### config.mk
export PLATFORM = sky130hd
export DESIGN_NAME = scan_chain_ctrl
export DESIGN_NICKNAME = d
export VERILOG_FILES = /design/src/rtl/scan_ctrl_pkg.sv /design/src/rtl/scan_chain_ctrl.sv
export SDC_FILE = /design/constraint.sdc
export NUM_CORES = 1
export LEC_CHECK = 0
export BUFFER_PORTS_ARGS = -buffer_cell sky130_fd_sc_hd__buf_2
export CORE_MARGIN = 2
export CORE_UTILIZATION = 37
export DETAILED_ROUTE_END_ITERATION = 16
export GPL_ROUTABILITY_DRIVEN = 0
export GPL_TIMING_DRIVEN = 1
export PLACE_DENSITY = 0.62
export SYNTH_ARGS = -nofsm -noshare
export SYNTH_HDL_FRONTEND = slang
export SYNTH_SLANG_ARGS = --single-unit
### constraint.sdc
create_clock -name nvdla_core_clk -period 3.25 [get_ports nvdla_core_clk]
set_input_delay 0.325 -clock nvdla_core_clk [delete_from_list [all_inputs] [get_ports nvdla_core_clk]]
set_output_delay 0.325 -clock nvdla_core_clk [all_outputs]
set_load 0.03 [all_outputs]
### src/rtl/scan_ctrl_pkg.sv
// Shared state encoding and counter sizing for the scan chain controller.
package scan_ctrl_pkg;

    typedef enum logic [1:0] {
        ST_IDLE  = 2'd0,
        ST_SHIFT = 2'd1,
        ST_CAPT  = 2'd2,
        ST_FLUSH = 2'd3
    } scan_state_e;

    localparam int CHAIN_LEN_DFLT = 32;

    // The down-counter is loaded with the chain length itself, hence the +1.
    function automatic int cnt_width(input int chain_len);
        return $clog2(chain_len + 1);
    endfunction

    localparam int CNT_W = cnt_width(CHAIN_LEN_DFLT);

endpackage

### src/rtl/scan_chain_ctrl.sv
// Scan chain controller: serialises test patterns into a scan chain, pulses one
// functional capture, and unloads the captured response while the next pattern
// (or a flush of zeros) is shifted in.
//
// state    | meaning
// ---------+-------------------------------------------------------------
// ST_IDLE  | scan_se low; accept a pattern or start a pending flush
// ST_SHIFT | scan_se high for CHAIN_LEN cycles, pattern MSB first on scan_si
// ST_CAPT  | single scan_se low cycle, chain captures functional response
// ST_FLUSH | like ST_SHIFT with scan_si=0, unloads the last capture of a burst
module scan_chain_ctrl
    import scan_ctrl_pkg::*;
#(
    parameter int CHAIN_LEN = 32
) (
    input  logic                 nvdla_core_clk,
    input  logic                 nvdla_core_rstn,
    input  logic                 pat_valid,
    output logic                 pat_ready,
    input  logic [CHAIN_LEN-1:0] pat_data,
    input  logic                 pat_last,
    output logic                 scan_se,
    output logic                 scan_si,
    input  logic                 scan_so,
    output logic                 rsp_valid,
    input  logic                 rsp_ready,
    output logic [CHAIN_LEN-1:0] rsp_data,
    output logic                 busy
);

    localparam int             CNT_WL   = cnt_width(CHAIN_LEN);
    localparam logic [CNT_WL-1:0] CNT_LOAD = CNT_WL'(CHAIN_LEN);
    localparam logic [CNT_WL-1:0] CNT_ONE  = CNT_WL'(1);

    scan_state_e          state_q, state_d;
    logic [CNT_WL-1:0]    cnt_q, cnt_d;
    logic [CHAIN_LEN-1:0] pat_sr_q, pat_sr_d;
    logic [CHAIN_LEN-1:0] ul_q, ul_d;
    logic [CHAIN_LEN-1:0] rsp_data_q, rsp_data_d;
    logic                 rsp_valid_q, rsp_valid_d;
    logic                 scan_se_q, scan_se_d;
    logic                 scan_si_q, scan_si_d;
    logic                 cap_pend_q, cap_pend_d;
    logic                 flush_pend_q, flush_pend_d;
    logic                 ul_vld_q, ul_vld_d;
    logic                 last_q, last_d;

    logic [CHAIN_LEN-1:0] so_ext;
    logic [CHAIN_LEN-1:0] ul_shift;
    logic                 slot_free;
    logic                 pat_ready_c;

    // The response slot counts as free when it is empty or being drained this cycle.
    assign slot_free   = !rsp_valid_q || rsp_ready;
    assign pat_ready_c = (state_q == ST_IDLE) && !flush_pend_q && slot_free;

    // Next-state logic for the sequencer, unload register and response slot.
    always_comb begin
        state_d      = state_q;
        cnt_d        = cnt_q;
        pat_sr_d     = pat_sr_q;
        ul_d         = ul_q;
        rsp_data_d   = rsp_data_q;
        rsp_valid_d  = rsp_valid_q;
        scan_se_d    = scan_se_q;
        scan_si_d    = scan_si_q;
        cap_pend_d   = cap_pend_q;
        flush_pend_d = flush_pend_q;
        ul_vld_d     = ul_vld_q;
        last_d       = last_q;

        so_ext    = '0;
        so_ext[0] = scan_so;
        ul_shift  = (ul_q << 1) | so_ext;

        if (scan_se_q) begin
            ul_d = ul_shift;
        end
        if (rsp_valid_q && rsp_ready) begin
            rsp_valid_d = 1'b0;
        end

        case (state_q)
            ST_IDLE: begin
                if (flush_pend_q && slot_free) begin
                    state_d    = ST_FLUSH;
                    scan_se_d  = 1'b1;
                    scan_si_d  = 1'b0;
                    cnt_d      = CNT_LOAD;
                    ul_vld_d   = cap_pend_q;
                    cap_pend_d = 1'b0;
                end else if (pat_valid && pat_ready_c) begin
                    state_d    = ST_SHIFT;
                    scan_se_d  = 1'b1;
                    scan_si_d  = pat_data[CHAIN_LEN-1];
                    pat_sr_d   = pat_data << 1;
                    cnt_d      = CNT_LOAD;
                    ul_vld_d   = cap_pend_q;
                    cap_pend_d = 1'b0;
                    last_d     = pat_last;
                end
            end
            ST_SHIFT, ST_FLUSH: begin
                cnt_d     = cnt_q - CNT_ONE;
                pat_sr_d  = pat_sr_q << 1;
                scan_si_d = (state_q == ST_SHIFT) ? pat_sr_q[CHAIN_LEN-1] : 1'b0;
                if (cnt_q == CNT_ONE) begin
                    scan_se_d = 1'b0;
                    scan_si_d = 1'b0;
                    ul_vld_d  = 1'b0;
                    // A new response takes priority over retiring the old one.
                    if (ul_vld_q) begin
                        rsp_data_d  = ul_shift;
                        rsp_valid_d = 1'b1;
                    end
                    if (state_q == ST_SHIFT) begin
                        state_d = ST_CAPT;
                    end else begin
                        state_d      = ST_IDLE;
                        flush_pend_d = 1'b0;
                    end
                end
            end
            ST_CAPT: begin
                cap_pend_d = 1'b1;
                if (last_q) begin
                    flush_pend_d = 1'b1;
                end
                state_d = ST_IDLE;
            end
            default: begin
                state_d = ST_IDLE;
            end
        endcase
    end

    // Register all state and outputs; reset discards any in-flight operation.
    always_ff @(posedge nvdla_core_clk or negedge nvdla_core_rstn) begin
        if (!nvdla_core_rstn) begin
            state_q      <= ST_IDLE;
            cnt_q        <= '0;
            pat_sr_q     <= '0;
            ul_q         <= '0;
            rsp_data_q   <= '0;
            rsp_valid_q  <= 1'b0;
            scan_se_q    <= 1'b0;
            scan_si_q    <= 1'b0;
            cap_pend_q   <= 1'b0;
            flush_pend_q <= 1'b0;
            ul_vld_q     <= 1'b0;
            last_q       <= 1'b0;
        end else begin
            state_q      <= state_d;
            cnt_q        <= cnt_d;
            pat_sr_q     <= pat_sr_d;
            ul_q         <= ul_d;
            rsp_data_q   <= rsp_data_d;
            rsp_valid_q  <= rsp_valid_d;
            scan_se_q    <= scan_se_d;
            scan_si_q    <= scan_si_d;
            cap_pend_q   <= cap_pend_d;
            flush_pend_q <= flush_pend_d;
            ul_vld_q     <= ul_vld_d;
            last_q       <= last_d;
        end
    end

    assign pat_ready = pat_ready_c;
    assign scan_se   = scan_se_q;
    assign scan_si   = scan_si_q;
    assign rsp_valid = rsp_valid_q;
    assign rsp_data  = rsp_data_q;
    assign busy      = (state_q != ST_IDLE);

endmodule

Word-level counts from Yosys, hierarchy flattened. Cells that the tools add are included.

Register bits after elaboration: 110. Input bits: 38. Output and inout bits: 37. Logic and storage cells: 81.

$add $sub $neg: 1. Equality and inequality tests: 10. Mux-type cells: 34. Bitwise gates (word level): 2. Reduce and logical (&&, ||, !) cells: 22.

Operators by type and width (count): 2-to-1 mux 32 bit (2); one-hot mux 32 bit (2 select lines) (1); OR 32 x 1 -> 32 bit (1); 2-to-1 mux 1 bit (18); 2-to-1 mux 6 bit (2); one-hot mux 6 bit (2 select lines) (1); AND reduction 3 bit (4); one-hot mux 1 bit (2 select lines) (5); 2-to-1 mux 2 bit (4); != test 2 bit, second input constant (4); nonzero test 2 bit (4); equality test 6 x 1 -> 1 bit, second input constant (1); one-hot mux 2 bit (3 select lines) (1); AND reduction 2 bit (3); subtractor 6 x 1 -> 6 bit, second input constant (1); logical AND 1 bit (5); equality test 2 bit, second input constant (2); AND reduction 4 bit (1); != test 3 x 1 -> 1 bit, second input constant (1); equality test 2 x 1 -> 1 bit, second input constant (1); zero test 1 bit (2); zero test 2 bit (1); != test 2 x 1 -> 1 bit, second input constant (1); OR reduction 2 bit (1); other kinds (2) (2).

Logic depth before layout (Yosys ltp).
Depth in word-level cells: 7. Gate-level depth with buffers: 7. Mapped depth without buffers: 6.

Worst setup path after synthesis. Ideal clock, no wire load.

Path type: register -> output. From: register state_q[0]. To: output pat_ready. Arrival: 1.717 ns. Required time: 2.925 ns. Setup slack: 1.208 ns. Stages on the path, launching flop included: 5. Buffers on the path: 2. Cell sequence: dfrtp_1 -> buf_2 -> or2_1 -> clkbuf_1 -> nor3_1.

Cells in the longest elaborated chain, start to end: 3.

Ends and longest elaborated chain: from (decl) (line scan_chain_ctrl.sv:35) `scan_state_e state_q, state_d;`; from (signal assigned) (line scan_chain_ctrl.sv:153) `state_q <= state_d;`; zero test 2 bit (line scan_chain_ctrl.sv:55) `assign pat_ready_c = (state_q == ST_IDLE) && !flush_pend_q && slot_free;`; logical AND 1 bit (2 in a row) (line scan_chain_ctrl.sv:55); to (decl) (line scan_chain_ctrl.sv:19) `output logic pat_ready,`.

Every way passes these cells.

Worst setup path after layout.
From: register cnt_q[3]. To: register rsp_data_q[11] (netlist: rsp_data[11]).

Cells in the longest elaborated chain, start to end: 2.

Ends and longest elaborated chain: from (decl) (line scan_chain_ctrl.sv:36) `logic [CNT_WL-1:0] cnt_q, cnt_d;`; from (signal assigned) (line scan_chain_ctrl.sv:154) `cnt_q <= cnt_d;`; equality test 6 x 1 -> 1 bit (line scan_chain_ctrl.sv:107) `if (cnt_q == CNT_ONE) begin`; AND reduction 3 bit (no line); to (signal assigned) (line scan_chain_ctrl.sv:157) `rsp_data_q <= rsp_data_d;`; to (decl) (line scan_chain_ctrl.sv:39) `logic [CHAIN_LEN-1:0] rsp_data_q, rsp_data_d;`.

Every way passes these cells. A chain may end at the register's enable or synchronous reset.

==> out/metrics.cfg <==
[outcome]
status=finished, final reports clean

[placed_design]
portBuffers=74
dp_hpwl_mm=5.198

[synthesis]
synth_area_um2=4523
synth-xor-area-share_pct=0.7746
ys_seq_elements=109
synth_area_per_cell_um2=12.22
async_flop_share_pct=100.0
synthMuxAreaShare_pct=16.43
yosysWarnings=0
synth-adder-area-share_pct=0.5533
synth_top_family_by_area=multiplexers
synth_area_leaders=dfrtp_1 60%, mux2_2 16%, o311ai_0 5.6%
synth_edf_count=0
yosysTopAreaCellShare_pct=60.30
postSynthCellCount=370
synth_top_cell_by_area=dfrtp_1
syn_nets=410
synth_compound_area_share_pct=7.801
ys_types=29
seq_area_frac_synth_pct=60.30
synth_ff_type=dfrtp_1
synth-simple-area-share_pct=8.714

[power]
leakagePower_nw=2.546
power_density_nw_per_um2=898.7
ir_drop_v=0.0003938
fin_total_pwr_mw=4.778

[floorplan]
fp.dieH_um=114.6
design.die.area_um2=13130
fp-row-count=40
start_util_pct=37.81
die_width_um=114.6
io_pins=75
core_um2=11960

[timing]
finalClockSkew_ns=0.007216
setup-violations-final=0
finalMaxSlewViolations=0
rsz0062_at_grt=no
fmax_ghz=0.4585
finalHoldViolCount=0
worstMarginPinSlew_ns=0.8178
period_needed_ns=2.181
post-route-period-util_pct=67.11
max_slew_margin_pct=45.48
tns_ns=0

[worst_setup_path]
worst_setup_path_end_kind=register
cp_max_fo=33
slowest_stage=or4_4
r2r_cells=4
arrival_ns=2.41
crit_required_ns=3.48
max_stage_delay_ns=0.57
crit_type=register to register
critPathLaunchType=register
cp_cell_sequence=or4_4, nor2_2, nand2_2, mux2_2

[finish]
final_cell_mix=108 x dfrtp_1, 73 x buf_2, 67 x nand2_1
syn2layout_area_growth_pct=17.54
drive_gt1_share_pct=37.19
insertedDiodeCount=0
nets=477
final_common_cell=dfrtp_1

[clock_tree]
clock_path_buffers=2
cts_tree=done
clock_latency_ns=0.34
postCtsSetupBuffers=0
htree_num_levels=3
cts.sinks=109
cts_resized=0
cts_hold_buf=0
clockRootBuffer=clkbuf_16
clkTransAtPathRegs_ns=0.07
cts_buffers=9

[global_routing]
gr-usage-all-layers_pct=13.06
grt_pass1_vias=2806
antenna_found_initial=0
grt_pass1_wl_mm=13.57
grt_max_degree=72
grt.overflow.total=0

[drt]
drt-total-wl_mm=7.834
firstDrtPassIters=4
first_iter_violations=171
via_per_inst=4.883
wl_per_cell_um=13.32
vias=2871
drc=0
ant_nets=0

[min_path]
hp-class=primary input to async pin

[run]
maxCapViolCount=0

power by group:
part | switching, mW | total [mW] | internal (mW) | leakage (nW)
registers | 0.367 | 2.26 | 1.89 | 1.39
clock network | 0.491 | 1.12 | 0.626 | 0.151
logic | 0.736 | 1.40 | 0.667 | 1.01
total | 1.59 | 4.78 | 3.18 | 2.55
synth_stat cells (3+ instances only):
master / number
a22o_1: 6
buf_1: 3
buf_2: 5
buf_6: 3
clkbuf_1: 9
dfrtp_1: 109
inv_1: 35
mux2_2: 66
nand2_1: 67
nor2_1: 7
nor3_1: 5
o21ai_0: 3
o311ai_0: 29
xnor2_1: 3
metrics by stage:
step | hold WS (ns) | utilization [%] | instance area, um^2 | cells | setup WS, ns
after CTS | 0.1091 | 44.45 | 5316 | 588 | 1.038
after floorplan | 0.02941 | - | 4523 | 370 | 1.208
final | 0.04781 | 44.45 | 5316 | 588 | 1.069
after detailed placement | 0.4823 | 41.88 | 5010 | 573 | 1.042
after global placement | 0.4721 | 41.88 | 5010 | 573 | 1.097
after global routing | 0.1285 | 44.45 | 5316 | 588 | 0.8993
path summary, 6_finish.rpt:
kind                                  end  slack [ns]       startpoint
min in group nvdla_core_clk   pat_sr_q[1]        0.19      pat_data[0]
max                          rsp_data[11]        1.07         cnt_q[3]
min                          rsp_data[13]        0.05  nvdla_core_rstn
max reg2reg                  rsp_data[11]        1.07         cnt_q[3]
min reg2reg                  pat_sr_q[29]        0.50     pat_sr_q[28]
max in group asynchronous      state_q[0]        2.45  nvdla_core_rstn
state kept, by name, summed over array words and instances (netlist names):
signal        flops
rsp_data         32
pat_sr_q         31
ul_q             31
cnt_q             6
state_q           2
cap_pend_q        1
flush_pend_q      1
last_q            1
rsp_valid         1
scan_se           1
scan_si           1
ul_vld_q          1
cell families after synthesis:
| kind of cell | after synthesis |
|---|---|
| muxes | 66 |
| DFF | 109 |
| and+or+nand+nor | 90 |
| buffers and inverters | 57 |
| AOI/OAI and AO/OA | 42 |
| adders and majority gates | 2 |
| xor gates and xnor gates | 4 |
worst max-delay path, delay by kind of cell (launching register included):
family	cells	cell delay, ns
DFF	1	0.44
muxes	1	0.45
and+or+nand+nor	3	1.17
final cells by class:
cell class	count	area (um^2)
clock buffers	10	239.0
clock inverters	5	67.56
fillers	1149	6645
inverters	35	131.4
multi-input cells	204	1550
flip-flops and latches	109	2729
well taps	147	183.9
repair buffers	78	415.4
layer usage:
layer / track usage [%] / wire (um) / vias to the layer above
met4: 4.390 / 82 / 0
met3: 4.447 / 415 / 7
li1: - / - / 1404
met2: 19.88 / 3589 / 68
met5: 0 / 0 / -
met1: 17.51 / 3747 / 1392
Note: power is estimated with default switching activity, not from simulation.
